### config.mk
export PLATFORM = sky130hd
export DESIGN_NAME = router_pkt_tx_flat
export DESIGN_NICKNAME = d
export VERILOG_FILES = /design/src/rtl/router_pkt_tx_if.sv /design/src/rtl/router_pkt_tx.sv /design/src/flat_wrapper.sv
export SDC_FILE = /design/constraint.sdc
export NUM_CORES = 1
export LEC_CHECK = 0
export CORE_MARGIN = 2
export CORE_UTILIZATION = 50
export DETAILED_ROUTE_END_ITERATION = 8
export GPL_TIMING_DRIVEN = 0
export PLACE_DENSITY = 0.69
export SLEW_MARGIN = 20
export SYNTH_ARGS = -nofsm -noshare
export SYNTH_HDL_FRONTEND = slang
export SYNTH_SLANG_ARGS = --single-unit
export TNS_END_PERCENT = 50
### constraint.sdc
create_clock -name clk -period 7.45 [get_ports clk]
set_clock_uncertainty 0.2 [all_clocks]
set_input_delay 1.1175 -clock clk [delete_from_list [all_inputs] [get_ports clk]]
set_output_delay 1.1175 -clock clk [all_outputs]
set_load 0.05 [all_outputs]
### src/rtl/router_pkt_tx_if.sv
// Handshake and data bundle between the packet source, router_pkt_tx and the router input.
// The master modport drives requests, source data and the router stall; the slave modport is the TX block.
interface router_pkt_tx_if;
  logic       start;
  logic [1:0] dest_addr;
  logic [5:0] payload_len;
  logic       abort;
  logic       src_valid;
  logic [7:0] src_data;
  logic       src_ready;
  logic       busy;
  logic       pkt_valid;
  logic [7:0] data_out;
  logic       tx_busy;
  logic       done;
  logic       err;

  modport master (
    output start, dest_addr, payload_len, abort, src_valid, src_data, busy,
    input  src_ready, pkt_valid, data_out, tx_busy, done, err
  );

  modport slave (
    input  start, dest_addr, payload_len, abort, src_valid, src_data, busy,
    output src_ready, pkt_valid, data_out, tx_busy, done, err
  );
endinterface

### src/rtl/router_pkt_tx.sv
// Packet transmitter: buffers a payload from upstream, then sends header, payload and an XOR parity byte.
// Every output decodes from registered state, pointers, parity or buffer contents.
module router_pkt_tx (
  input  logic             clk,
  input  logic             rst,
  router_pkt_tx_if.slave   bus
);
  localparam logic [2:0] S_IDLE    = 3'd0;
  localparam logic [2:0] S_LOAD    = 3'd1;
  localparam logic [2:0] S_HEADER  = 3'd2;
  localparam logic [2:0] S_PAYLOAD = 3'd3;
  localparam logic [2:0] S_PARITY  = 3'd4;

  logic [2:0] state_q, state_d;
  logic [1:0] addr_q, addr_d;
  logic [5:0] len_q, len_d;
  logic [5:0] wptr_q, wptr_d;
  logic [5:0] rptr_q, rptr_d;
  logic [7:0] par_q, par_d;
  logic       done_q, done_d;
  logic       err_q, err_d;
  logic       wr_en;
  logic [7:0] mem_q [64];

  always_comb begin
    state_d = state_q;
    addr_d  = addr_q;
    len_d   = len_q;
    wptr_d  = wptr_q;
    rptr_d  = rptr_q;
    par_d   = par_q;
    done_d  = 1'b0;
    err_d   = 1'b0;
    wr_en   = 1'b0;
    if (bus.abort) begin
      state_d = S_IDLE;
      wptr_d  = '0;
      rptr_d  = '0;
    end else begin
      case (state_q)
        S_IDLE: begin
          if (bus.start) begin
            if (bus.dest_addr != 2'd3 && bus.payload_len != 6'd0) begin
              addr_d  = bus.dest_addr;
              len_d   = bus.payload_len;
              par_d   = {bus.payload_len, bus.dest_addr};
              wptr_d  = '0;
              state_d = S_LOAD;
            end else begin
              err_d = 1'b1;
            end
          end
        end
        S_LOAD: begin
          if (bus.src_valid) begin
            wr_en  = 1'b1;
            par_d  = par_q ^ bus.src_data;
            wptr_d = wptr_q + 6'd1;
            if (wptr_q == len_q - 6'd1) state_d = S_HEADER;
          end
        end
        S_HEADER: begin
          if (!bus.busy) begin
            rptr_d  = '0;
            state_d = S_PAYLOAD;
          end
        end
        S_PAYLOAD: begin
          if (!bus.busy) begin
            rptr_d = rptr_q + 6'd1;
            if (rptr_q == len_q - 6'd1) state_d = S_PARITY;
          end
        end
        S_PARITY: begin
          if (!bus.busy) begin
            state_d = S_IDLE;
            done_d  = 1'b1;
          end
        end
        default: state_d = S_IDLE;
      endcase
    end
  end

  always_ff @(posedge clk or negedge rst) begin
    if (!rst) begin
      state_q <= S_IDLE;
      addr_q  <= '0;
      len_q   <= '0;
      wptr_q  <= '0;
      rptr_q  <= '0;
      par_q   <= '0;
      done_q  <= 1'b0;
      err_q   <= 1'b0;
    end else begin
      state_q <= state_d;
      addr_q  <= addr_d;
      len_q   <= len_d;
      wptr_q  <= wptr_d;
      rptr_q  <= rptr_d;
      par_q   <= par_d;
      done_q  <= done_d;
      err_q   <= err_d;
    end
  end

  // Payload storage carries no reset; stale entries are never read before being rewritten.
  always_ff @(posedge clk) begin
    if (wr_en) mem_q[wptr_q] <= bus.src_data;
  end

  always_comb begin
    bus.data_out = '0;
    case (state_q)
      S_HEADER:  bus.data_out = {len_q, addr_q};
      S_PAYLOAD: bus.data_out = mem_q[rptr_q];
      S_PARITY:  bus.data_out = par_q;
      default:   bus.data_out = '0;
    endcase
  end

  assign bus.pkt_valid = (state_q == S_HEADER) || (state_q == S_PAYLOAD);
  assign bus.src_ready = (state_q == S_LOAD);
  assign bus.tx_busy   = (state_q != S_IDLE);
  assign bus.done      = done_q;
  assign bus.err       = err_q;
endmodule

### src/flat_wrapper.sv
// flat-port wrapper written by rule: the top's interface ports become plain ports
module router_pkt_tx_flat 
  (clk, rst, bus_start, bus_dest_addr, bus_payload_len, bus_abort, bus_src_valid, bus_src_data, bus_busy, bus_src_ready, bus_pkt_valid, bus_data_out, bus_tx_busy, bus_done, bus_err);
  router_pkt_tx_if bus_i ();
  input  logic clk;
  input  logic rst;
  input wire logic [$bits(bus_i.start)-1:0] bus_start;
  input wire logic [$bits(bus_i.dest_addr)-1:0] bus_dest_addr;
  input wire logic [$bits(bus_i.payload_len)-1:0] bus_payload_len;
  input wire logic [$bits(bus_i.abort)-1:0] bus_abort;
  input wire logic [$bits(bus_i.src_valid)-1:0] bus_src_valid;
  input wire logic [$bits(bus_i.src_data)-1:0] bus_src_data;
  input wire logic [$bits(bus_i.busy)-1:0] bus_busy;
  output wire logic [$bits(bus_i.src_ready)-1:0] bus_src_ready;
  output wire logic [$bits(bus_i.pkt_valid)-1:0] bus_pkt_valid;
  output wire logic [$bits(bus_i.data_out)-1:0] bus_data_out;
  output wire logic [$bits(bus_i.tx_busy)-1:0] bus_tx_busy;
  output wire logic [$bits(bus_i.done)-1:0] bus_done;
  output wire logic [$bits(bus_i.err)-1:0] bus_err;
  assign bus_i.start = bus_start;
  assign bus_i.dest_addr = bus_dest_addr;
  assign bus_i.payload_len = bus_payload_len;
  assign bus_i.abort = bus_abort;
  assign bus_i.src_valid = bus_src_valid;
  assign bus_i.src_data = bus_src_data;
  assign bus_i.busy = bus_busy;
  assign bus_src_ready = bus_i.src_ready;
  assign bus_pkt_valid = bus_i.pkt_valid;
  assign bus_data_out = bus_i.data_out;
  assign bus_tx_busy = bus_i.tx_busy;
  assign bus_done = bus_i.done;
  assign bus_err = bus_i.err;
  router_pkt_tx u_core (.clk(clk), .rst(rst), .bus(bus_i));
endmodule
; Word-level counts from Yosys, hierarchy flattened
; Memories as Yosys holds them, arrays and structs flattened.
; Index checks and enable logic that the tools add are counted.
; W data, S select, Z words.
[totals]
regBits = 33
memories = 1
inputBits = 22
ramBits = 512
[memory_table]
columns = memory, words, width, read_ports, rd_ports_with_merged_regs, wr, line
row1 = u_core.mem_q, 64, 8, 1, 0, 1, router_pkt_tx.sv:23  ; logic [7:0] mem_q [64];
[op_classes]
eq_ne = 18
n_mux = 36
addsub = 3
bitwise = 2
reduce_logical = 13
[ops]
columns = operator, count
row1 = $mux W6, 7
row2 = $mux W3, 9
row3 = $mux W8, 3
row4 = $pmux W6 S2, 2
row5 = $pmux W8 S3, 1
row6 = $pmux W8 S2, 1
row7 = $ne A3 B3 Y1 const B, 5
row8 = $pmux W3 S5, 1
row9 = $add A6 B1 Y6 const B, 2
row10 = $eq A6 B6 Y1, 2
row11 = $mux W1, 12
row12 = $ne A3 B2 Y1 const B, 3
row13 = $reduce_bool A3 Y1, 3
row14 = $reduce_and A4 Y1, 2
row15 = $reduce_and A8 Y1, 1
row16 = $xor A8 B8 Y8, 1
row17 = $eq A3 B2 Y1 const B, 2
row18 = $ne A2 B2 Y1 const B, 3
row19 = $reduce_bool A6 Y1, 1
row20 = $sub A6 B1 Y6 const B, 1
row21 = $reduce_and A5 Y1, 1
row22 = $eq A3 B1 Y1 const B, 1
row23 = $eq A3 B3 Y1 const B, 1
row24 = $logic_not A3 Y1, 1
row25 = 6 further kinds, 6

; Logic depth before layout (Yosys ltp)
; Gate-level depths: netlist of run 1.
[depth]
ltp_word = 6
depth_mapped = 10

; Least setup slack after synthesis of run 1
; No wires, ideal clock.
[synth_timing]
path_type = register -> output
from = register u_core.rptr_q[2]
to = output port bus_data_out[5]
slack_ps = 3647
arrival_time_ps = 2485
stages_incl_launch_ff = 9
path_cell_list = dfrtp_1 buf_2 buf_2 clkbuf_1 mux4_2 mux4_2 mux2_2 nand2_1 o211ai_1
[synth_via]
elab_chain_cells = 2
[synth_lines]
columns = item, line
row1 = start: declaration, router_pkt_tx.sv:18  ; logic [5:0] rptr_q, rptr_d;
row2 = start signal: assignment, router_pkt_tx.sv:100  ; rptr_q <= rptr_d;
row3 = $mem_v2 Z64 W8, -
row4 = $pmux W8 S3, router_pkt_tx.sv:114  ; case (state_q)
row5 = end: declaration, flat_wrapper.sv:16  ; output wire logic [$bits(bus_i.data_out)-1:0] bus_data_out;
; No other way between the ends.

; Final worst setup path of run 1
[layout_timing]
from = register u_core.rptr_q[3]
to = output port bus_data_out[7]
; The elaborated chain is that of the path after synthesis.

==> run metrics, run 1 <==
die area=0.0455 sq mm; WL final=between 40000 and 50000 microns; cell mode on critical path=clkbuf_1; final hold vios=0; CTS tree=yes; Crit path buffers/inverters=3; Placeable Area=between 0.04 and 0.05 sq mm; max-cap violations=0; slowest CP cell=clkbuf_1; syn nets=around 1100; setup_tns=0 ns; routability cong.=a little under 0.9; clock sinks=545; Pwr per Cell Area=approximately 280 mW/mm^2; CP Depth=6; Worst Tran Pin Value=between 1 and 1.5 ns; number of global-route vias before repair=approximately 11000; status=finished clean; clk slew on worst S/H paths=around 0.06 ns; Max clock buf depth=3; Startpoint Class=register; number of synthesized register bits=545; Layout Cells excl Fill=1802; NumNets Final=about 1200; Syn Std Cell Area=around 0.022 sq mm; DR WL/cell=about 27 microns; latest clock arrival within the worst-skew pair=around 0.59 ns; Seq/Total Area, Yosys=approximately 74%; Crit. End Element=primary output; final worst path period need=5.55 ns; Worst Path Required=about 6 ns; number of DRC markers in iteration 0=1538; commonest non-fill, non-tap cell in the layout=edfxtp_1; Worst Setup Path Type=register to primary output; Async SR Flop Fraction=roughly 6%; leakage dissipation=7.48 nW; I/O pin total=35; Synth-to-Final Area Change=12.2%; final setup fails=0; initial antenna violation count=1; post-cts sizing count=0; vias per cell=around 6.2; Antenna diodes=0; crit path DAT=4.23 ns; gr usage total=between 20 and 25%; Die Y=approximately 210 microns; Die X=~210 microns; post-cts hold buffer count=0; Largest delay share family, worst path=buffers and inverters; Post-CTS Setup Bufs=0; initial cell density of the core=about half; area used by multi-input combinational logic=approximately 0.0054 sq mm; EDFF count, synth=between 500 and 600; drt pass-1 iters=7; Reg area=roughly 0.016 sq mm; CTS buffer count=52; f_max=around 180 MHz; CP Cell Sequence=clkbuf_1 -> clkbuf_1 -> mux4_2 -> o21ai_1 -> o211ai_1 -> clkdlybuf4s50_1; Final ANT Viol Nets=0; RSZ-0062 raised after global routing=false; Final Cycle Share=74.5%; Worst VDD drop=179 uV; top_reg_cell synth=edfxtp_1; Hold Path Class=input port to asynchronous set/reset pin; Max FO, Critical Path=10; Root Buffer=clkbuf_16; FILL cells=3226; DP Wirelength=30300 microns; warnings from Yosys=0; CTS H-tree depth=2; slowest stage delay, CP=slightly below 0.9 ns; Std-Cell Rows=76; dpl cells=~1700; DR vias=around 11000; worst reg-to-reg path cell count=7; layout cell share with drive strength beyond 1=about 23%; total grt overflow=0; most frequent cells in the layout=512 x edfxtp_1, 152 x mux4_2, 84 x nor2_1; Max Slew Vio Count=0; Syn Area/Cell=about 20 sq um; worst relative slew slack=a little over a quarter; first-pass GRT wire length=72100 microns; largest net degree at the start of global routing=67; Unique masters post-synth=52; Remaining DRCs=0; Cells after Synth=about 1100; Port Buffers=33
## Yosys cell counts, drive strengths merged (2+ instances only)
master | number | area share [%]
edfxtp | 512 | 70
mux4 | 152 | 16
nor2 | 84 | 1.4
dfrtp | 33 | 3.8
clkbuf | 32 | 0.55
nand2 | 29 | 0.50
buf | 28 | 0.91
o21ai | 26 | 0.59
a21oi | 25 | 0.57
nand3 | 23 | 0.52
mux2i | 16 | 0.73
mux2 | 14 | 0.72
nand2b | 12 | 0.34
a221oi | 9 | 0.36
a22oi | 9 | 0.31
o211ai | 8 | 0.27
xor2 | 8 | 0.32
xnor2 | 7 | 0.28
inv | 6 | 0.10
nor2b | 6 | 0.17
nand3b | 5 | 0.17
nor3 | 4 | 0.14
a221o | 3 | 0.14
a31oi | 3 | 0.086
and3 | 3 | 0.086
ha | 3 | 0.17
nand4 | 3 | 0.086
nor3b | 3 | 0.13
nor4 | 3 | 0.086
or3 | 3 | 0.086
a21o | 2 | 0.068
and2 | 2 | 0.057
## state kept, by name, summed over array words and instances (netlist names)
signal	count
u_core.par_q	8
u_core.bus.done	1
u_core.addr_q	2
u_core.rptr_q	6
u_core.wptr_q	6
u_core.bus.err	1
u_core.len_q	6
u_core.mem_q	512
u_core.state_q	3
## layout make-up
cell class | instances | share of cell area, %
Buffer | 60 | 1.30
Clock buffer | 61 | 5.51
Clock inverter | 32 | 1.02
Inverter | 6 | 0.0915
Multi-Input combinational cell | 478 | 21.9
Sequential cell | 545 | 65.8
Tap cell | 585 | 2.97
Timing Repair Buffer | 35 | 1.39
## worst paths after layout
path                       slack [ns]            endpoint         startpoint
max                              1.90     bus_data_out[7]   u_core.rptr_q[3]
min                              0.21     u_core.len_q[3]                rst
max reg2reg                      3.39  u_core.mem_q[6][0]  u_core.state_q[1]
min reg2reg                      0.32    u_core.addr_q[1]   u_core.addr_q[1]
max in group asynchronous        6.41    u_core.rptr_q[4]                rst
min in group clk                 0.32    u_core.addr_q[1]   u_core.addr_q[1]
## through the flow
step / worst slack, ns / cell area, sq um / power [mW] / util (%) / hold slack, ns
6_report: 1.90 / 24600 / 6.89 / 57.0 / 0.208
5_1_grt: 1.65 / 24600 / 7.10 / 57.0 / 0.208
4_1_cts: 1.89 / 24600 / 6.91 / 57.0 / 0.195
3_5_place_dp: 2.50 / 23000 / 4.41 / 53.3 / 0.306
3_3_place_gp: 2.49 / 23000 / 4.40 / 53.3 / 0.305
2_1_floorplan: 3.65 / 21900 / 4.12 / - / 0.281
## kinds of logic after synthesis
logic type,share of synthesized area (%)
flops,73.9
simple gates,3.97
mux,17.1
compound gates,2.76
buf+inv,1.56
xor+xnor,0.599
fa+ha+maj,0.171
## power by group
| part | internal (mW) | switching [mW] |
|---|---|---|
| sequential | 3.40 | 0.0677 |
| combinational | 0.361 | 0.529 |
| clock | 1.43 | 1.10 |
| total | 5.20 | 1.69 |
## metal layers
metal / GRT usage [%] / part of all wire (%)
met1: 32.8 / 43
met4: 5.65 / 2.1
met2: 35.0 / 48
met5: 0 / 0
met3: 3.32 / 7.2
(Power assumes the default switching activity.)
==> run 2, diff against run 1 <==
- PLACE_DENSITY: 0.69 -> 0.72
- clock period: 7.45 -> 5.1 ns (I/O delays scaled with it)
==> run 2 against run 1 <==
  * Sequential share of layout area decreased by 0.16 points
  * Wire length is 0.77% lower
  * First-iteration DRC count is 0.85% lower
  * Combinational power grew 46%
==> run metrics, run 2 (synthesized netlist as in run 1, its figures left out) <==
Design Power=10.1 mW (was 6.89 mW); clock sinks=545 (unchanged); Worst Setup Path Type=register to primary output (unchanged); Max Slew Vio Count=0 (unchanged); Root Buffer=clkbuf_16 (unchanged); Std-Cell Rows=76 (unchanged); setup_tns=0 ns (unchanged); number of DRC markers in iteration 0=1525 (was 1538); initial cell density of the core=50.8% (unchanged); most frequent cells in the layout=512 x edfxtp_1, 152 x mux4_2, 84 x nor2_1 (unchanged); status=finished clean (unchanged); R2R Path End=u_core.mem_q[6][2] (was u_core.mem_q[6][0]); initial antenna violation count=1 (unchanged); Max FO, Critical Path=10 (unchanged); total grt overflow=0 (unchanged); vias per cell=6.16 (about the same); Power Internal=7.62 mW (was 5.20 mW); final setup fails=0 (unchanged); Reg area=0.0162 sq mm (unchanged); hold_ws=0.331 ns (was 0.208 ns); WHS Path Cells=1; Remaining DRCs=0 (unchanged); gr usage total=21.8% (was 22.1%); leakage dissipation=7.59 nW (was 7.48 nW); commonest non-fill, non-tap cell in the layout=edfxtp_1 (unchanged); I/O pin total=35 (unchanged); DP Wirelength=30700 microns (was 30300 microns); Crit. End Element=primary output (unchanged); DR vias=11100 (about the same); Worst R2R Start=u_core.state_q[1] (unchanged); Min-Delay Startpoint=u_core.addr_q[1]; Post-CTS Setup Bufs=0 (unchanged); worst reg-to-reg path cell count=7 (unchanged); layout cell share with drive strength beyond 1=22.9% (was 22.8%); CTS H-tree depth=2 (unchanged); NumNets Final=1204 (was 1203); RSZ-0062 raised after global routing=false (unchanged); Antenna diodes=0 (unchanged); sequential share of power=50.3% (was 50.4%); first-pass GRT wire length=71200 microns (was 72100 microns); Final ANT Viol Nets=0 (unchanged); Hold Path Class=register to register (was input port to asynchronous set/reset pin); latest clock arrival within the worst-skew pair=0.58 ns (was 0.59 ns); number of global-route vias before repair=10900 (about the same); Synth-to-Final Area Change=12.5% (was 12.2%); Net Sw Power=2.46 mW (was 1.69 mW); Worst R2R Setup Slack=1.06 ns (was 3.39 ns); Max clock buf depth=3 (unchanged); FILL cells=3182 (was 3226); Final Cycle Share=97.4%; Top reg by flops=u_core.mem_q (unchanged); largest net degree at the start of global routing=67 (unchanged); die area=0.0455 sq mm (unchanged); final hold vios=0 (unchanged); crit path DAT=4.00 ns (was 4.23 ns); DR WL/cell=27.0 microns (was 27.2 microns); Port Buffers=33 (unchanged); Pwr per Cell Area=409 mW/mm^2 (was 280 mW/mm^2); Die X=213 microns (unchanged); Startpoint Class=register (unchanged); CTS buffer count=51 (was 52); clock power share=36.8% (was 36.7%); drt pass-1 iters=6 (was 7); Worst Path Required=4.14 ns (was 6.13 ns); clk slew on worst S/H paths=0.07 ns (was 0.06 ns); Die Y=213 microns (unchanged); worst relative slew slack=40.0% (was 26.9%); Sw Ratio=24.4% (was 24.6%); routability cong.=0.880 (about the same); area used by multi-input combinational logic=0.00539 sq mm (unchanged); Placeable Area=0.0432 sq mm (unchanged); Worst Tran Pin Value=0.896 ns (was 1.10 ns); CTS tree=yes (unchanged); Worst VDD drop=306 uV (was 179 uV); WL final=48700 microns (was 49100 microns); worst hold endpoint=u_core.addr_q[1]; final worst path period need=4.97 ns; Regs by FF count=u_core.mem_q (512), u_core.par_q (8) (unchanged); combinational share of power=12.9% (about the same); number of flip-flops in the largest register=512 (unchanged); max-cap violations=0 (unchanged); f_max=about 200 MHz
[run 2: power by group through the flow]
stage	Sequential, mW	Combinational [mW]	Clock, mW
finish	5.07	1.30	3.71
global route	5.08	1.38	3.89
CTS	5.07	1.29	3.74
detailed placement	5.16	1.29	0
global placement	5.17	1.26	0
floorplan	5.13	0.889	0
[run 2: layer usage]
layer	vias to the layer above	GRT usage [%]	share of wire, %
li1	4677	-	-
met1	5812	31.2	41
met2	539	34.3	48
met3	74	4.61	8.5
met4	0	6.03	2.3
met5	-	0	0
[run 2: worst max-delay path, stage by stage (launching register included)]
cell             delay, ns
dfrtp_1               0.42
buf_6                 0.15
buf_8                 0.18
buf_8                 0.20
buf_6                 0.22
mux4_2                0.57
mux4_2                0.54
o21ai_1               0.22
o211ai_1              0.17
clkdlybuf4s50_1       0.74
[run 2: repair_timing]
action,in CTS,in global routing
cloned,0,0
endpoints found under the hold margin,5,0
hold buffers,1,0
resized for setup,5,8
endpoints found under the setup margin,7,7
[run 2: stage by stage]
step | instance area, sq um | worst slack [ns] | instances | utilization (%)
4_1_cts | 24700 | 0.00958 | 1801 | 57.1
3_5_place_dp | 23000 | 0.501 | 1710 | 53.3
3_3_place_gp | 23000 | 0.529 | 1707 | 53.3
5_1_grt | 24700 | 0.0255 | 1801 | 57.1
6_report | 24700 | 0.133 | 1801 | 57.1
2_1_floorplan | 21900 | 1.65 | 1089 | -
[run 2: area by class of cell]
class | count | share of cell area (%)
flip-flops and latches | 545 | 65.7
multi-input cells | 478 | 21.8
clock buffers | 63 | 5.44
well taps | 585 | 2.97
repair buffers | 37 | 1.56
plain buffers | 60 | 1.34
clock inverters | 27 | 1.10
inverters | 6 | 0.0913
[run 2: worst max-delay path by stage]
stage	endpoint	slack (ns)	cells after the start	from
after floorplan	bus_data_out[5]	1.65	8	u_core.rptr_q[2]
after global placement	bus_data_out[6]	0.53	7	u_core.rptr_q[1]
after detailed placement	bus_data_out[6]	0.50	7	u_core.rptr_q[1]
after CTS	bus_data_out[7]	0.01	9	u_core.rptr_q[2]
after global routing	bus_data_out[5]	0.03	10	u_core.rptr_q[2]
final	bus_data_out[5]	0.13	9	u_core.rptr_q[0]
==> run 3, diff against run 2 <==
- CELL_PAD_IN_SITES_DETAIL_PLACEMENT: not set -> 2
- CELL_PAD_IN_SITES_GLOBAL_PLACEMENT: not set -> 2
- CORE_UTILIZATION: 50 -> 40
==> run 3 against run 2 <==
  * Flip-flop and latch count unchanged
  * Non-clock buffer count unchanged
  * First-iteration DRC count down 24%
  * Hold slack worse by 0.039 ns
  * Critical path depth up 1
  * Global-route usage up 2.1 points
  * Via count up 5.2%
  * Critical endpoint is now bus_data_out[0]
  * Largest cell class unchanged
  * Highest routed layer is now met5
==> run metrics, run 3 (synthesized netlist as in run 1, its figures left out) <==
clock power share=39.3% (was 36.8%); status=finished clean (unchanged); Placeable Area=0.0540 sq mm (was 0.0432 sq mm); clock sinks=545 (unchanged); routability cong.=0.798 (was 0.880); Top reg by flops=u_core.mem_q (unchanged); leakage dissipation=7.67 nW (was 7.59 nW); CP Depth=10 (was 9); final worst path period need=5.03 ns (was 4.97 ns); Crit. End Element=primary output (unchanged); total grt overflow=0 (unchanged); NumNets Final=1209 (was 1204); Worst R2R Setup Slack=0.47 ns (was 1.06 ns); RSZ-0062 raised after global routing=true (was false); dpl cells=1821 (was 1710); max-cap violations=0 (unchanged); Max clock buf depth=3 (unchanged); Power Internal=7.87 mW (was 7.62 mW); combinational share of power=13.0% (was 12.9%); die area=0.0567 sq mm (was 0.0455 sq mm); Synth-to-Final Area Change=14.1% (was 12.5%); worst relative slew slack=34.6% (was 40.0%); Regs by FF count=u_core.mem_q (512), u_core.par_q (8) (unchanged); slowest stage delay, CP=0.57 ns (was 0.74 ns); initial cell density of the core=40.6% (was 50.8%); Die Y=238 microns (was 213 microns); Std-Cell Rows=85 (was 76); crit path DAT=4.07 ns (was 4.00 ns); initial antenna violation count=2 (was 1); CTS buffer count=56 (was 51); Layout Cells excl Fill=1928 (was 1801); sequential share of power=47.7% (was 50.3%); number of global-route vias before repair=12900 (was 10900); Worst Path Required=4.14 ns (about the same); final hold vios=0 (unchanged); Net Sw Power=2.77 mW (was 2.46 mW); CTS H-tree depth=2 (unchanged); gr usage total=23.8% (was 21.8%); Hold Path Class=input port to asynchronous set/reset pin (was register to register); drt pass-1 iters=5 (was 6); R2R Path End=u_core.mem_q[6][6] (was u_core.mem_q[6][2]); DR vias=11700 (was 11100); Sw Ratio=26.0% (was 24.4%); Remaining DRCs=0 (unchanged); Worst R2R Start=u_core.state_q[1] (unchanged); clk slew on worst S/H paths=0.06 ns (was 0.07 ns); Pwr per Cell Area=425 mW/mm^2 (was 409 mW/mm^2); DP Wirelength=41100 microns (was 30700 microns); largest net degree at the start of global routing=67 (unchanged); I/O pin total=35 (unchanged); commonest non-fill, non-tap cell in the layout=edfxtp_1 (unchanged); Worst Tran Pin Value=0.980 ns (was 0.896 ns); final setup fails=0 (unchanged); DR WL/cell=34.1 microns (was 27.0 microns); number of flip-flops in the largest register=512 (unchanged); f_max=199 MHz (was 201 MHz); latest clock arrival within the worst-skew pair=0.64 ns (was 0.58 ns); Largest delay share family, worst path=buffers and inverters (unchanged); Max Slew Vio Count=0 (unchanged); CP Cell Sequence=buf_2 -> buf_2 -> buf_2 -> buf_4 -> buf_2 -> mux2i_1 -> a221oi_1 -> o21ai_1 -> o211ai_1 -> dlygate4sd2_1 (was buf_6 -> buf_8 -> buf_8 -> buf_6 -> mux4_2 -> mux4_2 -> o21ai_1 -> o211ai_1 -> clkdlybuf4s50_1); Worst Setup Path Type=register to primary output (unchanged); Port Buffers=33 (unchanged); CTS tree=yes (unchanged); Startpoint Class=register (unchanged); Final ANT Viol Nets=0 (unchanged); Root Buffer=clkbuf_16 (unchanged); Worst VDD drop=214 uV (was 306 uV); Crit path buffers/inverters=6 (was 5); WL final=65800 microns (was 48700 microns); Die X=238 microns (was 213 microns); Max FO, Critical Path=10 (unchanged); most frequent cells in the layout=512 x edfxtp_1, 152 x mux4_2, 84 x nor2_1 (unchanged); worst reg-to-reg path cell count=7 (unchanged); Design Power=10.6 mW (was 10.1 mW); cell mode on critical path=buf_2; first-pass GRT wire length=95600 microns (was 71200 microns); slowest CP cell=dlygate4sd2_1 (was clkdlybuf4s50_1); vias per cell=6.06 (was 6.16); Final Cycle Share=98.6% (was 97.4%); layout cell share with drive strength beyond 1=24.5% (was 22.9%); number of DRC markers in iteration 0=1166 (was 1525)
==> run 3: cell count changes in the layout (fill, tap and decap cells not counted), sizes merged <==
cell,previous run,this run
clkbuf,95,103
clkinv,18,25
dlymetal6s2s,6,1
dlygate4sd2,0,4
clkdlybuf4s15,1,4
clkdlybuf4s50,18,16
buf,39,38
bufinv,5,6
clkinvlp,2,1
diode,0,1
inv,8,9
==> run 3: worst max path at each step <==
| stage | startpoint | endpoint |
|---|---|---|
| floorplan | u_core.rptr_q[2] | bus_data_out[5] |
| global placement | u_core.rptr_q[3] | bus_data_out[3] |
| detailed placement | u_core.rptr_q[3] | bus_data_out[3] |
| CTS | u_core.rptr_q[2] | bus_data_out[5] |
| global route | u_core.rptr_q[2] | bus_data_out[0] |
| finish | u_core.rptr_q[2] | bus_data_out[0] |
==> run 3: per-layer routing <==
metal | part of all wire [%] | global-route usage (%) | up-vias
li1 | - | - | 4683
met3 | 6.7 | 4.63 | 125
met2 | 49 | 38.9 | 510
met4 | 3.4 | 8.83 | 2
met1 | 41 | 32.0 | 6359
met5 | 0.015 | 0 | -
==> run 3: repair_timing <==
item | CTS | global route
hold endpoints to repair | 6 | 0
setup endpoints to repair | 8 | 3
resized for setup | 20 | 3
setup buffers | 0 | 0
hold buffers | 1 | 0
==> run 3: layout make-up <==
class,instances,area [sq um]
antenna,1,2.50
inverter,6,22.5
clock buffer,70,1500
fill,4908,29000
multi-input combinational,478,5390
timing repair buffer,37,380
tap,696,871
clock inverter,35,329
buffer,60,338
sequential,545,16200
==> run 3: metrics by stage <==
stage                     instance area, sq um  setup slack, ns  hold slack (ns)  util [%]  TNS [ns]
after floorplan                          21900             1.65            0.269         -         0
after global placement                   23100            0.281            0.296      42.8         0
after detailed placement                 23200            0.229            0.308      42.9         0
after CTS                                25000           0.0689            0.285      46.3         0
after global routing                     25000          -0.0117            0.312      46.3   -0.0117
final                                    25000           0.0695            0.292      46.3         0
==> run 3: worst reg2reg max path, stage by stage (launching register included) <==
cell and delay [ns]:
dfrtp_1 0.48, or3_1 0.48, inv_1 0.12, clkbuf_1 0.48, nand3_1 0.31, nor2_1 0.40
nand3_1 0.76, nor2_1 1.02
==> run 3: power groups by stage <==
stage / clock (mW) / combinational [mW] / sequential, mW
final: 4.18 / 1.38 / 5.08
after global routing: 4.38 / 1.47 / 5.08
after CTS: 4.23 / 1.38 / 5.07
after detailed placement: 0 / 1.38 / 5.16
after global placement: 0 / 1.32 / 5.17
after floorplan: 0 / 0.889 / 5.13
